### src/rtl/reg_write_scheduler_if.sv
// Write-scheduler bus: ALU writeback, load issue/return, decode sources and the
// register-file write port, with scoreboard and error status.
interface reg_write_scheduler_if #(
  parameter int DATA_W = 8,
  parameter int ADDR_W = 3,
  parameter int NREG   = 8
);
  logic              busywait;
  logic              alu_wr_valid;
  logic [ADDR_W-1:0] alu_wr_addr;
  logic [DATA_W-1:0] alu_wr_data;
  logic              ld_issue;
  logic [ADDR_W-1:0] ld_issue_addr;
  logic              ld_ret_valid;
  logic [DATA_W-1:0] ld_ret_data;
  logic              src_valid;
  logic [ADDR_W-1:0] rd1_addr;
  logic [ADDR_W-1:0] rd2_addr;
  logic              stall;
  logic              rf_write;
  logic [ADDR_W-1:0] rf_inaddress;
  logic [DATA_W-1:0] rf_in;
  logic [NREG-1:0]   pending;
  logic              err;

  modport master (
    output busywait, alu_wr_valid, alu_wr_addr, alu_wr_data,
           ld_issue, ld_issue_addr, ld_ret_valid, ld_ret_data,
           src_valid, rd1_addr, rd2_addr,
    input  stall, rf_write, rf_inaddress, rf_in, pending, err
  );

  modport slave (
    input  busywait, alu_wr_valid, alu_wr_addr, alu_wr_data,
           ld_issue, ld_issue_addr, ld_ret_valid, ld_ret_data,
           src_valid, rd1_addr, rd2_addr,
    output stall, rf_write, rf_inaddress, rf_in, pending, err
  );
endinterface

### src/rtl/reg_write_scheduler.sv
// Single-write-port scheduler for the register file: load returns take priority
// over ALU writeback; a load-tag FIFO and pending scoreboard drive the stall.
module reg_write_scheduler #(
  parameter int DATA_W   = 8,
  parameter int ADDR_W   = 3,
  parameter int NREG     = 8,
  parameter int LQ_DEPTH = 2
) (
  input logic CLK,
  input logic RESET,
  reg_write_scheduler_if.slave bus
);
  localparam int PTR_W = (LQ_DEPTH > 1) ? $clog2(LQ_DEPTH) : 1;
  localparam int CNT_W = $clog2(LQ_DEPTH + 1);

  logic [ADDR_W-1:0] tag_mem [LQ_DEPTH];
  logic [PTR_W-1:0]  wr_ptr;
  logic [PTR_W-1:0]  rd_ptr;
  logic [CNT_W-1:0]  count;

  logic              rb_valid;
  logic [ADDR_W-1:0] rb_addr;
  logic [DATA_W-1:0] rb_data;

  logic [NREG-1:0]   pending;
  logic [NREG-1:0]   pending_nxt;
  logic              err;
  logic [ADDR_W-1:0] last_addr;
  logic [DATA_W-1:0] last_data;

  logic              fifo_empty;
  logic              fifo_full;
  logic              ret_pop;
  logic              rb_write;
  logic              stall;
  logic              issue_acc;
  logic              alu_write;
  logic              rf_write;
  logic [ADDR_W-1:0] rf_inaddress;
  logic [DATA_W-1:0] rf_in;

  function automatic logic [PTR_W-1:0] ptr_inc(input logic [PTR_W-1:0] p);
    return (p == PTR_W'(LQ_DEPTH - 1)) ? '0 : p + PTR_W'(1);
  endfunction

  always_comb begin
    fifo_empty = (count == '0);
    fifo_full  = (count == CNT_W'(LQ_DEPTH));
    // A return that lands while the retbuf is still occupied is dropped and does not pop.
    ret_pop    = bus.ld_ret_valid & ~fifo_empty & ~rb_valid;
    rb_write   = rb_valid & ~bus.busywait;
    // A full FIFO still accepts an issue when the same edge pops the head.
    stall      = bus.busywait
               | rb_valid
               | (bus.ld_issue & fifo_full & ~ret_pop)
               | (bus.ld_issue & pending[bus.ld_issue_addr])
               | (bus.alu_wr_valid & pending[bus.alu_wr_addr])
               | (bus.src_valid & (pending[bus.rd1_addr] | pending[bus.rd2_addr]));
    issue_acc  = bus.ld_issue & ~stall;
    alu_write  = bus.alu_wr_valid & ~stall;
    rf_write   = rb_write | alu_write;

    rf_inaddress = last_addr;
    rf_in        = last_data;
    if (rb_write) begin
      rf_inaddress = rb_addr;
      rf_in        = rb_data;
    end else if (alu_write) begin
      rf_inaddress = bus.alu_wr_addr;
      rf_in        = bus.alu_wr_data;
    end

    pending_nxt = pending;
    if (rb_write) pending_nxt[rb_addr] = 1'b0;
    if (issue_acc) pending_nxt[bus.ld_issue_addr] = 1'b1;
  end

  always_ff @(posedge CLK or negedge RESET) begin
    if (!RESET) begin
      for (int i = 0; i < LQ_DEPTH; i++) tag_mem[i] <= '0;
      wr_ptr    <= '0;
      rd_ptr    <= '0;
      count     <= '0;
      rb_valid  <= 1'b0;
      rb_addr   <= '0;
      rb_data   <= '0;
      pending   <= '0;
      err       <= 1'b0;
      last_addr <= '0;
      last_data <= '0;
    end else begin
      if (issue_acc) begin
        tag_mem[wr_ptr] <= bus.ld_issue_addr;
        wr_ptr          <= ptr_inc(wr_ptr);
      end
      if (ret_pop) rd_ptr <= ptr_inc(rd_ptr);

      case ({issue_acc, ret_pop})
        2'b10:   count <= count + CNT_W'(1);
        2'b01:   count <= count - CNT_W'(1);
        default: count <= count;
      endcase

      if (ret_pop) begin
        rb_valid <= 1'b1;
        rb_addr  <= tag_mem[rd_ptr];
        rb_data  <= bus.ld_ret_data;
      end else if (rb_write) begin
        rb_valid <= 1'b0;
      end

      pending <= pending_nxt;

      if (bus.ld_ret_valid & (fifo_empty | rb_valid)) err <= 1'b1;

      if (rf_write) begin
        last_addr <= rf_inaddress;
        last_data <= rf_in;
      end
    end
  end

  assign bus.stall        = stall;
  assign bus.rf_write     = rf_write;
  assign bus.rf_inaddress = rf_inaddress;
  assign bus.rf_in        = rf_in;
  assign bus.pending      = pending;
  assign bus.err          = err;
endmodule

### src/flat_wrapper.sv
// flat-port wrapper written by rule: the top's interface ports become plain ports
module reg_write_scheduler_flat 
#(
  parameter int DATA_W   = 8,
  parameter int ADDR_W   = 3,
  parameter int NREG     = 8,
  parameter int LQ_DEPTH = 2
)
  (CLK, RESET, bus_busywait, bus_alu_wr_valid, bus_alu_wr_addr, bus_alu_wr_data, bus_ld_issue, bus_ld_issue_addr, bus_ld_ret_valid, bus_ld_ret_data, bus_src_valid, bus_rd1_addr, bus_rd2_addr, bus_stall, bus_rf_write, bus_rf_inaddress, bus_rf_in, bus_pending, bus_err);
  reg_write_scheduler_if #(.DATA_W(DATA_W), .ADDR_W(ADDR_W), .NREG(NREG)) bus_i ();
  input logic CLK;
  input logic RESET;
  input wire logic [$bits(bus_i.busywait)-1:0] bus_busywait;
  input wire logic [$bits(bus_i.alu_wr_valid)-1:0] bus_alu_wr_valid;
  input wire logic [$bits(bus_i.alu_wr_addr)-1:0] bus_alu_wr_addr;
  input wire logic [$bits(bus_i.alu_wr_data)-1:0] bus_alu_wr_data;
  input wire logic [$bits(bus_i.ld_issue)-1:0] bus_ld_issue;
  input wire logic [$bits(bus_i.ld_issue_addr)-1:0] bus_ld_issue_addr;
  input wire logic [$bits(bus_i.ld_ret_valid)-1:0] bus_ld_ret_valid;
  input wire logic [$bits(bus_i.ld_ret_data)-1:0] bus_ld_ret_data;
  input wire logic [$bits(bus_i.src_valid)-1:0] bus_src_valid;
  input wire logic [$bits(bus_i.rd1_addr)-1:0] bus_rd1_addr;
  input wire logic [$bits(bus_i.rd2_addr)-1:0] bus_rd2_addr;
  output wire logic [$bits(bus_i.stall)-1:0] bus_stall;
  output wire logic [$bits(bus_i.rf_write)-1:0] bus_rf_write;
  output wire logic [$bits(bus_i.rf_inaddress)-1:0] bus_rf_inaddress;
  output wire logic [$bits(bus_i.rf_in)-1:0] bus_rf_in;
  output wire logic [$bits(bus_i.pending)-1:0] bus_pending;
  output wire logic [$bits(bus_i.err)-1:0] bus_err;
  assign bus_i.busywait = bus_busywait;
  assign bus_i.alu_wr_valid = bus_alu_wr_valid;
  assign bus_i.alu_wr_addr = bus_alu_wr_addr;
  assign bus_i.alu_wr_data = bus_alu_wr_data;
  assign bus_i.ld_issue = bus_ld_issue;
  assign bus_i.ld_issue_addr = bus_ld_issue_addr;
  assign bus_i.ld_ret_valid = bus_ld_ret_valid;
  assign bus_i.ld_ret_data = bus_ld_ret_data;
  assign bus_i.src_valid = bus_src_valid;
  assign bus_i.rd1_addr = bus_rd1_addr;
  assign bus_i.rd2_addr = bus_rd2_addr;
  assign bus_stall = bus_i.stall;
  assign bus_rf_write = bus_i.rf_write;
  assign bus_rf_inaddress = bus_i.rf_inaddress;
  assign bus_rf_in = bus_i.rf_in;
  assign bus_pending = bus_i.pending;
  assign bus_err = bus_i.err;
  reg_write_scheduler #(.DATA_W(DATA_W), .ADDR_W(ADDR_W), .NREG(NREG), .LQ_DEPTH(LQ_DEPTH)) u_core (.CLK(CLK), .RESET(RESET), .bus(bus_i));
endmodule
### config.mk
export PLATFORM = sky130hd
export DESIGN_NAME = reg_write_scheduler_flat
export DESIGN_NICKNAME = d
export VERILOG_FILES = /design/src/rtl/reg_write_scheduler_if.sv /design/src/rtl/reg_write_scheduler.sv /design/src/flat_wrapper.sv
export SDC_FILE = /design/constraint.sdc
export NUM_CORES = 1
export LEC_CHECK = 0
export ABC_CLOCK_PERIOD_IN_PS = 2400
export CORE_MARGIN = 4
export CORE_UTILIZATION = 30
export CTS_CLUSTER_DIAMETER = 40
export DETAILED_ROUTE_END_ITERATION = 10
export PLACE_DENSITY = 0.67
export SYNTH_ARGS = -nofsm -noshare
export SYNTH_HDL_FRONTEND = slang
export SYNTH_SLANG_ARGS = --single-unit
### constraint.sdc
create_clock -name CLK -period 2.4 [get_ports CLK]
set_clock_uncertainty 0.2 [all_clocks]
set_input_delay 0.24 -clock CLK [delete_from_list [all_inputs] [get_ports CLK]]
set_output_delay 0.24 -clock CLK [all_outputs]
set_load 0.01 [all_outputs]
==> metrics.txt, run 1 <==
Post-Synthesis Cells 233; worst rel slew slack 0.686; Final Critical Period 2.96 ns; initial antenna violation count 0; Sequential Power Share 0.302; Sw Pwr 1630 µW; max cap viols 0; Slew Viols, Final 0; r2r setup slk -0.32 ns; clock share of power 0.116; layout cells sized above 1 0.397; multi-input logic area approximately 0.0015 mm²; syn nets 269; Sink Count between 40 and 50; R2R Path End u_core.last_data[4]; Worst IR Drop VDD 0.320 mV; Die ar. 0.00941 mm²; post-synthesis cell area 0.00238 mm²; largest net degree at the start of global routing 23; NumNets Final 378; Sequential Area 0.00105 mm²; critical path's slowest cell mux4_2; CP Capture Point bus_rf_in[5]; Yosys top cell by area dfrtp_1; clk buf depth 2; slowest stage delay, CP 0.47 ns; complex-gate fraction of the synthesized area 0.181; global-route wire length before repair 11.9 mm; top cell type's share of synthesized area 0.442; final worst slack -0.557 ns; Congestion Overflow GR 0; Worst Path Arrival ~2.5 ns; DR DRC count 0; Lkg Pwr 0.00165 µW; Seq cells post-synth between 40 and 50; drt total wl 7.46 mm; FMAX 338 MHz; cells along the critical path mux4_2, mux2_4, o21ai_4, nor3b_4, buf_6, buf_12, o211ai_1, buf_2; Initial DRC Count roughly 190; crit share post-route 1.23; CTS clk-pin slew, worst paths 0.09 ns; Core Region 0.00773 mm²; critical path's top delay family multiplexers; Setup crit start u_core.bus.pending[5]; Routed Antenna Nets 0; Vias/cell between 5 and 6; Inserted Diodes 0; IO buf count 56; outcome finished, violations left; Placed Area 0.00334 mm²; buffer and inverter count on the worst path 3; total global-route track usage 0.154; clk root buf clkbuf_8; area share of xor/xnor cells in the synthesized design 0.0184; Die Span Y roughly 97 µm; Unique masters post-synth 35; DP Worst Slack -1.02 ns; area share of fa/ha/maj cells after synthesis 0.00527; H-tree levels 2; FP Rows 32; Layout area overhead 60.5%; Tightest Hold Check Type primary input to async pin; DP HPWL approximately 5.2 mm; Die W 97.0 µm; R2R depth 10; via count 2,280; Worst setup EP type primary output; failing checks negative setup slack; WS Path Type register to primary output; Data required, critical path 1.96 ns; CTS tree done; Switching Share 0.385; number of cells on the critical path 8; Design Area, Final around 0.0038 mm²; YS warnings 0; Final Hold Viols 0; Clock Latency Late Sink 0.31 ns; clock buffer count from CTS 5; Synth area leaders dfrtp_1, mux2_2, mux4_2, nand2_1, o211ai_1; crit start category register; Comb power frac 0.582; P_int 2610 µW; RSZ-0062 raised after global routing yes; Final setup viols 38; reg2reg start u_core.bus.pending[5]; worst-path fanout max 8; largest family of logic cells by synthesized area compound AO/OA/AOI/OAI gates; Fillers 687; Power Density 1110 mW/mm²; io pins 57; initial core utilization 0.307; vias in the first global route 2,416; Seq/Total Area, Yosys 0.442; gp weighted congestion 0.880; drt pass-1 iters 4; mux contribution to synthesized area 0.168; Tightest Pin Transition 0.471 ns; Synth Area per Inst 10.2 µm²; Simple-Gate Fraction of Synth Area 0.145; WL/cell 16.8 µm
timing repair:
| item | CTS | global route |
|---|---|---|
| hold buffers | 1 | 0 |
| gates resized for setup | 89 | 26 |
| setup endpoints to repair | 38 | 40 |
| buffers inserted | 9 | 14 |
| hold endpoints to repair | 20 | 0 |
| pin swaps | 10 | 15 |
| gates cloned | 2 | 0 |
Yosys cell counts:
cell type	number
buf_1	1
a21oi_2	1
o41ai_1	4
o211ai_1	16
mux2_2	17
nand4_4	1
nor2_1	9
a2bb2oi_1	1
or2_2	1
nand2b_1	2
inv_1	8
nor3b_2	1
a31oi_1	1
o31ai_1	4
nor2b_1	1
a311o_1	1
mux2i_1	5
and2_1	1
nor4bb_1	1
a21o_1	1
ha_1	1
o21ai_0	11
nand3_1	12
buf_2	3
o221ai_1	4
a211oi_1	12
nand4_1	3
xor2_1	1
o21bai_1	1
xnor2_1	4
nand2_1	42
clkbuf_1	12
mux4_2	7
o21ai_4	1
dfrtp_1	42
metal layers:
metal | wire length, µm | share of wire | up-vias | GRT usage
met4 | 164 | 0.022 | 0 | 0.0518
met5 | 0 | 0 | - | 0
met1 | 3240 | 0.43 | 1117 | 0.195
met3 | 299 | 0.040 | 15 | 0.0274
met2 | 3760 | 0.50 | 65 | 0.265
li1 | - | - | 1083 | -
stage by stage:
step                hold WS (ns)  setup TNS, ns  total power [µW]  utilization  instances
global route               0.270         -13.90              4500        0.494        445
CTS                        0.221          -9.30              4030        0.468        436
floorplan                 -0.256        -0.0396              2380            -        233
finish                     0.212         -10.57              4240        0.494        445
global placement          0.0157         -22.39              3360        0.432        416
detailed placement        0.0233         -23.55              3400        0.432        416
how the worst min path moves through the flow:
stage,from,end,slack (ns)
6_report,RESET,u_core.tag_mem[1],0.21
5_1_grt,RESET,u_core.count[0],0.27
4_1_cts,RESET,u_core.count[0],0.22
3_5_place_dp,RESET,u_core.tag_mem[5],0.02
3_3_place_gp,RESET,u_core.tag_mem[5],0.02
2_1_floorplan,RESET,u_core.bus.err,-0.26
state kept, by name, summed over array words and instances (netlist names):
name                cells
u_core.bus.err          1
u_core.count            2
u_core.wr_ptr           1
u_core.last_addr        3
u_core.rb_data          8
u_core.rb_addr          3
u_core.rd_ptr           1
u_core.rb_valid         1
u_core.last_data        8
u_core.bus.pending      8
u_core.tag_mem          6
power by group through the flow:
stage / Clock (µW) / Sequential (µW) / Combinational, µW
3_5_place_dp: 0 / 1290 / 2110
2_1_floorplan: 0 / 1270 / 1110
3_3_place_gp: 0 / 1280 / 2080
6_report: 493 / 1280 / 2470
5_1_grt: 528 / 1320 / 2660
4_1_cts: 504 / 1280 / 2260
area by class of cell:
| class | instances | area share |
|---|---|---|
| multi-input combinational | 167 | 0.386 |
| sequential | 42 | 0.276 |
| timing repair buffer | 118 | 0.272 |
| tap | 102 | 0.0335 |
| clock buffer | 5 | 0.0180 |
| inverter | 8 | 0.00787 |
| clock inverter | 3 | 0.00689 |
layout by cell type (no fill, tap or decap), types with 5 or more instances in the layout:
master	Yosys	routed
a211oi_1	12	6
mux2i_1	5	5
clkdlybuf4s50_1	0	39
mux2_2	17	14
inv_1	8	8
buf_4	0	47
nand3_1	12	10
buf_2	3	12
nor2_1	9	9
a211oi_2	0	5
nand2_1	42	41
o211ai_1	16	16
o21ai_0	11	9
buf_6	0	14
clkbuf_8	0	5
dfrtp_1	42	42
mux4_2	7	7
cells by family (layout without fill, tap and decap cells):
family	count (synthesis)	in the layout
buf+inv	24	134
flops	42	42
compound gates	58	58
simple gates	74	74
fa+ha+maj	1	1
xor+xnor	5	5
mux	29	29
Note: power is estimated with default switching activity, not from simulation.
==> inputs of run 2 (changes only) <==
--- a/config.mk
+++ b/config.mk
@@ -10,6 +10,7 @@
 export CORE_UTILIZATION = 30
 export CTS_CLUSTER_DIAMETER = 40
 export DETAILED_ROUTE_END_ITERATION = 10
+export GPL_ROUTABILITY_DRIVEN = 0
 export PLACE_DENSITY = 0.67
 export SYNTH_ARGS = -nofsm -noshare
 export SYNTH_HDL_FRONTEND = slang
==> results of run 2 <==
Final layout, timing and power as in run 1 (identical DEF).
==> inputs of run 3 (changes only) <==
--- a/config.mk
+++ b/config.mk
@@ -12,6 +12,8 @@
 export DETAILED_ROUTE_END_ITERATION = 10
 export GPL_ROUTABILITY_DRIVEN = 0
 export PLACE_DENSITY = 0.67
+export RECOVER_POWER = 50
+export SKIP_CTS_REPAIR_TIMING = 1
 export SYNTH_ARGS = -nofsm -noshare
 export SYNTH_HDL_FRONTEND = slang
 export SYNTH_SLANG_ARGS = --single-unit
==> metrics.txt, run 3 (synthesis gave the netlist of run 1 again) <==
outcome finished, violations left; failing checks negative setup slack; crit start category register; DR DRC count 0; clk buf depth 2; Sequential Power Share 0.317; Core Region 0.00773 mm²; Vias/cell 5.22; clk root buf clkbuf_8; Tightest Pin Transition between 1 and 1.5 ns; RSZ-0062 raised after global routing yes; worst rel slew slack 0.245; Inserted Diodes 0; Slew Viols, Final 0; Routed Antenna Nets 0; WS Path Type register to primary output; Die Span Y 97.0 µm; final worst slack -0.580 ns; NumNets Final 370; biggest regs u_core.bus.pending x8, u_core.last_data x8, u_core.rb_data x8; IO buf count 56; non-filler cells, final about 440; clock share of power 0.120; critical path's slowest cell mux4_2; max cap viols 0; Final Hold Viols 0; Final Critical Period 2.98 ns; Initial DRC Count 108; Power Density between 1000 and 1500 mW/mm²; vias in the first global route 2,251; cells along the critical path mux4_2, mux2_4, or2_4, nor3b_2, buf_6, buf_12, o211ai_1, clkbuf_2; via count 2,282; initial antenna violation count 0; initial core utilization 0.307; Lkg Pwr 0.00158 µW; io pins 57; Sw Pwr 1550 µW; Layout area overhead 54.7%; Final setup viols 37; largest net degree at the start of global routing 23; Worst Path Arrival 2.54 ns; global-route wire length before repair approximately 11 mm; hold slack final 0.298 ns; drt pass-1 iters 5; Post-Place Cells approximately 420; FP Rows 32; Comb power frac 0.563; slowest stage delay, CP about 0.46 ns; worst-path fanout max 8; total global-route track usage 0.139; most frequent cells in the layout nand2_1, dfrtp_1, clkdlybuf4s50_1; FMAX 336 MHz; Die ar. 0.00941 mm²; CTS tree done; DP HPWL 5.17 mm; Sink Count 42; Congestion Overflow GR 0; Worst setup EP type primary output; Worst IR Drop VDD 0.286 mV; Clock Latency Late Sink 0.30 ns; clock buffer count from CTS 5; H-tree levels 2; crit share post-route 1.24; WL/cell between 15 and 20 µm; CTS clk-pin slew, worst paths 0.09 ns; Fillers 697; layout cells sized above 1 0.358; Data required, critical path between 1.5 and 2 ns; drt total wl 7.17 mm; Tightest Hold Check Type register to register; P_int 2520 µW; Switching Share 0.382; Die W 97.0 µm
[run 3: cell types whose count changed in the layout (fill, tap and decap cells not counted), sizes merged]
cell / before / now
clkbuf: 5 / 12
dlygate4sd2: 3 / 0
buf: 75 / 60
dlymetal6s2s: 0 / 3
[run 3: layer usage]
metal / GRT usage / up-vias / wire length, µm
met5: 0 / - / 0
met4: 0.0518 / 0 / 163
met3: 0.0252 / 16 / 347
met2: 0.227 / 78 / 3580
met1: 0.184 / 1118 / 3080
li1: - / 1070 / -
[run 3: power groups by stage]
stage	Combinational, µW	Sequential, µW	Clock [µW]
floorplan	1110	1270	0
detailed placement	2110	1290	0
global route	2470	1330	529
CTS	2130	1280	504
finish	2290	1290	489
global placement	2080	1280	0
[run 3: area by class of cell]
class,count,area (µm²),share of cell area
clock buffer,5,68.8,0.0187
clock inverter,3,26.3,0.00715
inverter,8,30.0,0.00817
multi-input combinational,167,1380,0.375
sequential,42,1050,0.286
tap,102,128,0.0347
timing repair buffer,110,991,0.270
[run 3: critical path, delay by kind of cell, from the launching register on]
| kind | cells | cell delay [ns] |
|---|---|---|
| compound gates | 1 | 0.11 |
| flops | 1 | 0.45 |
| buf+inv | 3 | 0.44 |
| mux | 2 | 0.75 |
| simple gates | 2 | 0.49 |
[run 3: stage by stage]
| stage | instance area, µm² | setup TNS (ns) | power (µW) | worst slack, ns | utilization |
|---|---|---|---|---|---|
| 3_5_place_dp | 3340 | -23.55 | 3400 | -1.02 | 0.432 |
| 4_1_cts | 3440 | -15.00 | 3900 | -1.04 | 0.445 |
| 5_1_grt | 3670 | -12.12 | 4330 | -0.650 | 0.476 |
| 6_report | 3670 | -9.17 | 4070 | -0.580 | 0.476 |
| 3_3_place_gp | 3340 | -22.39 | 3360 | -0.987 | 0.432 |
| 2_1_floorplan | 2390 | -0.0396 | 2380 | -0.0237 | - |
[run 3: final timing paths]
check,startpoint,endpoint,slack [ns],cells after the start
worst max register to register,u_core.bus.pending[5],u_core.count[1],-0.25,10
min in group asynchronous,RESET,u_core.tag_mem[1],0.47,2
worst max-delay path,u_core.bus.pending[2],bus_rf_in[5],-0.58,8
max in group asynchronous,RESET,u_core.bus.pending[2],0.35,3
worst min-delay path,u_core.wr_ptr,u_core.wr_ptr,0.30,1
worst min register to register,u_core.wr_ptr,u_core.wr_ptr,0.30,1
